## config.mk

```make
export PLATFORM = sky130hd
export DESIGN_NAME = led_pattern_seq
export DESIGN_NICKNAME = d
export VERILOG_FILES = /design/src/rtl/led_pattern_seq.sv
export SDC_FILE = /design/constraint.sdc
export NUM_CORES = 1
export LEC_CHECK = 0
export CAP_MARGIN = 20
export CORE_MARGIN = 1
export CORE_UTILIZATION = 40
export CTS_CLUSTER_SIZE = 24
export DETAILED_ROUTE_END_ITERATION = 6
export GPL_TIMING_DRIVEN = 0
export PLACE_DENSITY = 0.67
export SYNTH_ARGS = -nofsm -noshare
export SYNTH_HDL_FRONTEND = slang
export SYNTH_SLANG_ARGS = --single-unit
```

## constraint.sdc

```tcl
create_clock -name clk -period 4.6 [get_ports clk]
set_input_delay 1.15 -clock clk [delete_from_list [all_inputs] [get_ports clk]]
set_output_delay 1.15 -clock clk [all_outputs]
set_load 0.05 [all_outputs]
```

## src/rtl/led_pattern_seq.sv

```systemverilog
// rtl/led_pattern_seq.sv - tick-driven LED pattern sequencer (blink, rotate, bounce, binary count)
//
// Ports:
//   clk   - system clock, shared with the upstream 1 Hz divider
//   rst   - synchronous reset, active-high
//   tick  - single-cycle step enable from the divider
//   mode  - pattern select: 0 BLINK, 1 SHIFT, 2 BOUNCE, 3 COUNT
//   pause - holds the pattern; ticks are ignored while high
//   leds  - registered LED drive, WIDTH bits
//   wrap  - registered one-cycle pulse on completion of a pattern period
module led_pattern_seq #(
    parameter int WIDTH = 8
) (
    input  logic             clk,
    input  logic             rst,
    input  logic             tick,
    input  logic [1:0]       mode,
    input  logic             pause,
    output logic [WIDTH-1:0] leds,
    output logic             wrap
);

    typedef enum logic [1:0] {
        BLINK  = 2'd0,
        SHIFT  = 2'd1,
        BOUNCE = 2'd2,
        COUNT  = 2'd3
    } mode_e;

    localparam logic             DIR_LEFT  = 1'b0;
    localparam logic             DIR_RIGHT = 1'b1;
    localparam logic [WIDTH-1:0] LSB_HOT   = WIDTH'(1);
    localparam logic [WIDTH-1:0] MSB_HOT   = LSB_HOT << (WIDTH - 1);

    mode_e            mode_q, mode_d;
    logic             dir_q, dir_d;
    logic [WIDTH-1:0] leds_q, leds_d;
    logic             wrap_q, wrap_d;

    logic [WIDTH-1:0] rotated;
    logic             is_one_hot;

    assign rotated    = {leds_q[WIDTH-2:0], leds_q[WIDTH-1]};
    assign is_one_hot = (leds_q != '0) && ((leds_q & (leds_q - LSB_HOT)) == '0);

    always_comb begin
        mode_d = mode_q;
        dir_d  = dir_q;
        leds_d = leds_q;
        wrap_d = 1'b0;

        if (mode_e'(mode) != mode_q) begin
            // Mode change wins over a coincident tick, which is dropped.
            mode_d = mode_e'(mode);
            dir_d  = DIR_LEFT;
            case (mode_e'(mode))
                SHIFT, BOUNCE: leds_d = LSB_HOT;
                default:       leds_d = '0;
            endcase
        end else if (tick && !pause) begin
            case (mode_q)
                BLINK: begin
                    leds_d = ~leds_q;
                    wrap_d = (~leds_q == '0);
                end
                SHIFT: begin
                    leds_d = rotated;
                    wrap_d = leds_q[WIDTH-1];
                end
                BOUNCE: begin
                    if (!is_one_hot) begin
                        // Not reachable from a start value; behave as SHIFT.
                        leds_d = rotated;
                        wrap_d = leds_q[WIDTH-1];
                    end else if (dir_q == DIR_LEFT) begin
                        leds_d = leds_q << 1;
                        if ((leds_q << 1) == MSB_HOT) dir_d = DIR_RIGHT;
                    end else begin
                        leds_d = leds_q >> 1;
                        if ((leds_q >> 1) == LSB_HOT) begin
                            dir_d  = DIR_LEFT;
                            wrap_d = 1'b1;
                        end
                    end
                end
                default: begin
                    leds_d = leds_q + LSB_HOT;
                    wrap_d = (leds_q == '1);
                end
            endcase
        end
    end

    always_ff @(posedge clk) begin
        if (rst) begin
            mode_q <= BLINK;
            dir_q  <= DIR_LEFT;
            leds_q <= '0;
            wrap_q <= 1'b0;
        end else begin
            mode_q <= mode_d;
            dir_q  <= dir_d;
            leds_q <= leds_d;
            wrap_q <= wrap_d;
        end
    end

    assign leds = leds_q;
    assign wrap = wrap_q;

endmodule
```

Word level (Yosys, flattened, before mapping). Index checks and enable logic that the tools add are counted.

Register bits: 12. Bits of input ports: 6. Output and inout port bits: 9. Logic and storage cells: 42.

$add $sub $neg: 2. Equality and inequality tests: 8. Multiplexer cells: 13. Bitwise gates (word level): 3. Reduce and logical (&&, ||, !) cells: 12.

Operators with widths (count): two-way mux 8 bit (4); case mux 8 bit (3 select lines) (1); logical NOT 8 bit (2); adder 8 x 1 -> 8 bit, second input constant (1); AND 8 bit (1); == test 8 bit, second input constant (1); NOT 8 bit (1); nonzero test 8 bit (1); subtractor 8 x 1 -> 8 bit, second input constant (1); == test 7 x 1 -> 1 bit, second input constant (1); == test 7 bit, second input constant (1); two-way mux 1 bit (7); == test 2 x 1 -> 1 bit, second input constant (2); == test 2 bit, second input constant (2); OR reduction 2 bit (2); case mux 1 bit (3 select lines) (1); AND reduction 3 bit (1); OR reduction 3 bit (1); logical AND 1 bit (2); logical NOT 2 bit (1); != test 2 bit (1); nonzero test 2 bit (1); logical NOT 1 bit (1); NOT 1 bit (1).

Depth between registers and ports, before layout.
Depth after elaboration: 8. Gate-level depth with buffers: 8. Mapped depth without buffers: 7.

Least setup slack after synthesis. No wires, ideal clock.

Path kind: register -> register. Start: reg leds_q[0], in the netlist leds[0]. End: reg leds_q[5], in the netlist leds[5]. Data arrival time: 2.389 ns. Slack: 2.093 ns. Stages on the path, launching flop included: 9. Path buffers: 1. Period minus slack after synthesis: 2.507 ns. Path through: dfxtp_1 -> clkbuf_1 -> inv_1 -> ha_1 -> nor2b_1 -> o311a_1 -> o211a_2 -> mux2_1 -> o221a_1.

Word-level cells in the longest chain between the ends: 8.

Ends and longest elaborated chain: start: declaration (RTL line 37) `logic [WIDTH-1:0] leds_q, leds_d;`; start signal: assignment (RTL line 103) `leds_q <= leds_d;`; subtractor 8 x 1 -> 8 bit (RTL line 44) `assign is_one_hot = (leds_q != '0) && ((leds_q & (leds_q - LSB_HOT)) == '0);`; AND 8 bit (RTL line 44); logical NOT 8 bit (RTL line 44); logical AND 1 bit (RTL line 44); two-way mux 8 bit (RTL line 71) `if (!is_one_hot) begin`; case mux 8 bit (3 select lines) (*) (RTL line 61) `case (mode_q)`; two-way mux 8 bit (*) (RTL line 60) `end else if (tick && !pause) begin`; two-way mux 8 bit (*) (RTL line 52) `if (mode_e'(mode) != mode_q) begin`.

Every way passes the cells marked *; elsewhere a longest branch is shown, timed or not. The select of a mux whose other input is x is not followed. A chain may end at the register's enable or synchronous reset.

Final worst setup path.
Start: in tick. End: reg leds_q[5], in the netlist leds[5].

Word-level cells in the longest chain between the ends: 2.

Ends and longest elaborated chain: start: declaration (RTL line 16) `input logic tick,`; logical AND 1 bit (RTL line 60); nonzero test 2 bit (no line).

Every way passes these cells.

==> impl_metrics.ini <==
[global_routing]
grtUsageTotal = 0.2297
antenna_found_initial = 0
grt_pass1_vias = 1270
grt_max_degree = 11
grt_pass1_wl_mm = 5.989
grt_overflow = 0

[clock_tree]
root_buffer = clkbuf_4
cts_hold_buffers = 0
htreeDepth = 1
insertion_delay_ps = 290
numCtsBuffers = 3
numClockSinks = 12
ctsResizeCount = 0
cts_tree = yes
cts_setup_buffers = 0
clkTransAtPathRegs_ps = 90
clk_path_buf_depth = 2

[worst_setup_path]
r2r_cells = 8
cp.required_ps = 4830
critPathMaxFanout = 9
start_kind = input port
cp_data_arrival_time_ps = 3250
setup.worst_path.end_class = flip-flop
critPathSlowestCell = nor3_1
crit_chain = clkdlybuf4s50_1, nor2b_1, clkbuf_1, nor3_1, nand2_1, a221oi_1, o221a_1
slowest_delay_ps = 650
criticalPathCategory = in2reg

[cells_and_area]
n_antenna_cell = 0
final_util = 0.5061
nets = 194
layout-area-overhead-vs-synth_pct = 16.21
final_layout_size_suffix_gt1_frac = 0.1087
nFillCells = 284

[pwr]
power_uw = 264.1
power.density_nw_per_um2 = 182.9
vdd_ir_drop_max_mv = 0.1080
leakage_nw = 0.4815

[synth]
synth-compound-area-share = 0.3585
synth_top_area_share = 0.1934
synth_edf_count = 0
synthSimpleGateAreaFrac = 0.2618
synth_xor_area_frac = 0.01410
syn-num-nets = 175
synth_largest_area_cell = dfxtp_1
synth-adder-area-share = 0.02014
synth_top_family_by_area = compound AO/OA/AOI/OAI gates
synth_mux_area_frac = 0.06747
synthTopCellsByArea = dfxtp_1, o21ai_0, nand2_1
yosys_warnings = 0
ys.flop_type = dfxtp_1
synth_area_per_cell_sq_um = 7.440
synth_cell_types = 51
async_reset_ff_frac = 0
netlist_area_sq_um = 1242
synth_seq_cells = 12
ys_seq_area_frac = 0.1934
syn_inst = 167

[floorplanning]
dieWidth_microns = 57.73
rows = 19
die_y_microns = 57.73
ioPinCount = 15
dieArea_sq_um = 3333
initial_utilization = 0.4355
core_sq_um = 2853

[drt]
routed_wl_mm = 3.497
wl_per_cell_microns = 16.27
antenna_left = 0
drt_iter0_drc = 117
drt_first_pass_iters = 4
drt-vias-per-instance = 6.442
routed-via-count = 1385
route.detailed.drc = 0

[placed_design]
place.gp.congestion = 0.8600
io_buffers = 14
dp_hpwl_mm = 2.540
post-place-ws_ps = 1337

[flow_run]
maxCapViolCount = 0

[sta]
fin_crit_ps = 3020
fin_skew_ps = 16.48
rsz0062_at_grt = false
setup_viol = 0
fmax_mhz = 331.2
period_share = 0.6565
hold_viol = 0
tightestPinTransition_ps = 712.4
max-slew-margin-rel = 0.5214
holdWs_ps = 597.9
drv_slew = 0
setup_tns_ps = 0
setup_ws_ps = 1580

[min_path]
holdPathStages = 2
hold_class = reg2reg

[outcome]
outcome = finished clean
## layout make-up
cell class                      count  area (sq um)  share of cell area
Inverter                            8         30.03             0.02080
Sequential cell                    12         240.2              0.1664
Clock buffer                        3         22.52             0.01560
Multi-Input combinational cell    131         897.1              0.6213
Timing Repair Buffer               14         140.1             0.09705
Tap cell                           31         38.79             0.02686
Buffer                             16         75.07             0.05199
## flip-flops by register name, summed over array words and instances (netlist names)
signal,count
dir_q,1
mode_q,2
wrap,1
leds,8
## critical path, delay by kind of cell
kind | cells | cell delay, ps
buffers and inverters | 2 | 630
and+or+nand+nor | 3 | 940
AOI/OAI and AO/OA | 2 | 540
## through the flow
stage	cells	instance area, sq um
2_1_floorplan	167	1242
3_3_place_gp	212	1421
3_5_place_dp	212	1421
4_1_cts	215	1444
5_1_grt	215	1444
6_report	215	1444
## kinds of logic (layout without fill, tap and decap cells)
kind of cell | Yosys count | in the layout
xor+xnor | 2 | 2
mux | 8 | 8
buf+inv | 24 | 41
compound gates | 61 | 61
flops | 12 | 12
simple gates | 58 | 58
fa+ha+maj | 2 | 2
## synth_stat cells, types with 2 or more instances
library cell	count
o21ai_0	14
nand3b_1	2
nand2b_1	2
ha_1	2
xor2_1	2
o21ai_1	3
nand2_1	14
a21o_1	2
mux2_1	2
buf_2	6
mux2i_1	5
a21oi_1	9
or3_1	2
o211ai_1	3
a211oi_1	6
nor2_1	8
and4_1	2
o21a_1	2
nor3_1	9
nor2b_1	6
a31oi_1	2
nand3_1	3
and3_1	3
a311oi_1	2
inv_1	8
o221a_2	2
dfxtp_1	12
clkbuf_1	9
a221oi_1	2
o2bb2ai_1	2
## cell usage in the layout, fill, tap and decap left out, drive strengths merged, types with 3 or more instances in the layout
| cell type | count |
|---|---|
| buf | 7 |
| clkdlybuf4s50 | 14 |
| nand2 | 14 |
| inv | 8 |
| clkbuf | 12 |
| mux2 | 3 |
| and3 | 3 |
| nor2b | 6 |
| nor2 | 8 |
| nor3 | 9 |
| a221oi | 3 |
| o221a | 3 |
| dfxtp | 12 |
| o211ai | 3 |
| o21ai | 17 |
| a211oi | 6 |
| a21oi | 9 |
| mux2i | 5 |
| nand3 | 3 |
## worst paths after layout
kind / endpoint / from / slack [ps]
worst max register to register: wrap / leds[0] / 2150
worst min-delay path: dir_q / dir_q / 600
worst max-delay path: leds[5] / tick / 1580
worst min register to register: dir_q / dir_q / 600
## layer usage
metal	vias to the layer above	share of wire	track usage	wire length (microns)
met5	-	0	0	0
met4	0	0.019	0.09864	67
met3	10	0.084	0.02902	295
met2	78	0.45	0.3571	1583
met1	631	0.44	0.3201	1550
li1	666	-	-	-
## power breakdown
group	leakage (nW)	total (mW)	internal [mW]	switching (mW)
registers	0.0977	0.110	0.107	0.00303
logic	0.370	0.0850	0.0323	0.0527
clock network	0.0138	0.0692	0.0304	0.0388
total	0.481	0.264	0.170	0.0945
(Power assumes the default switching activity.)
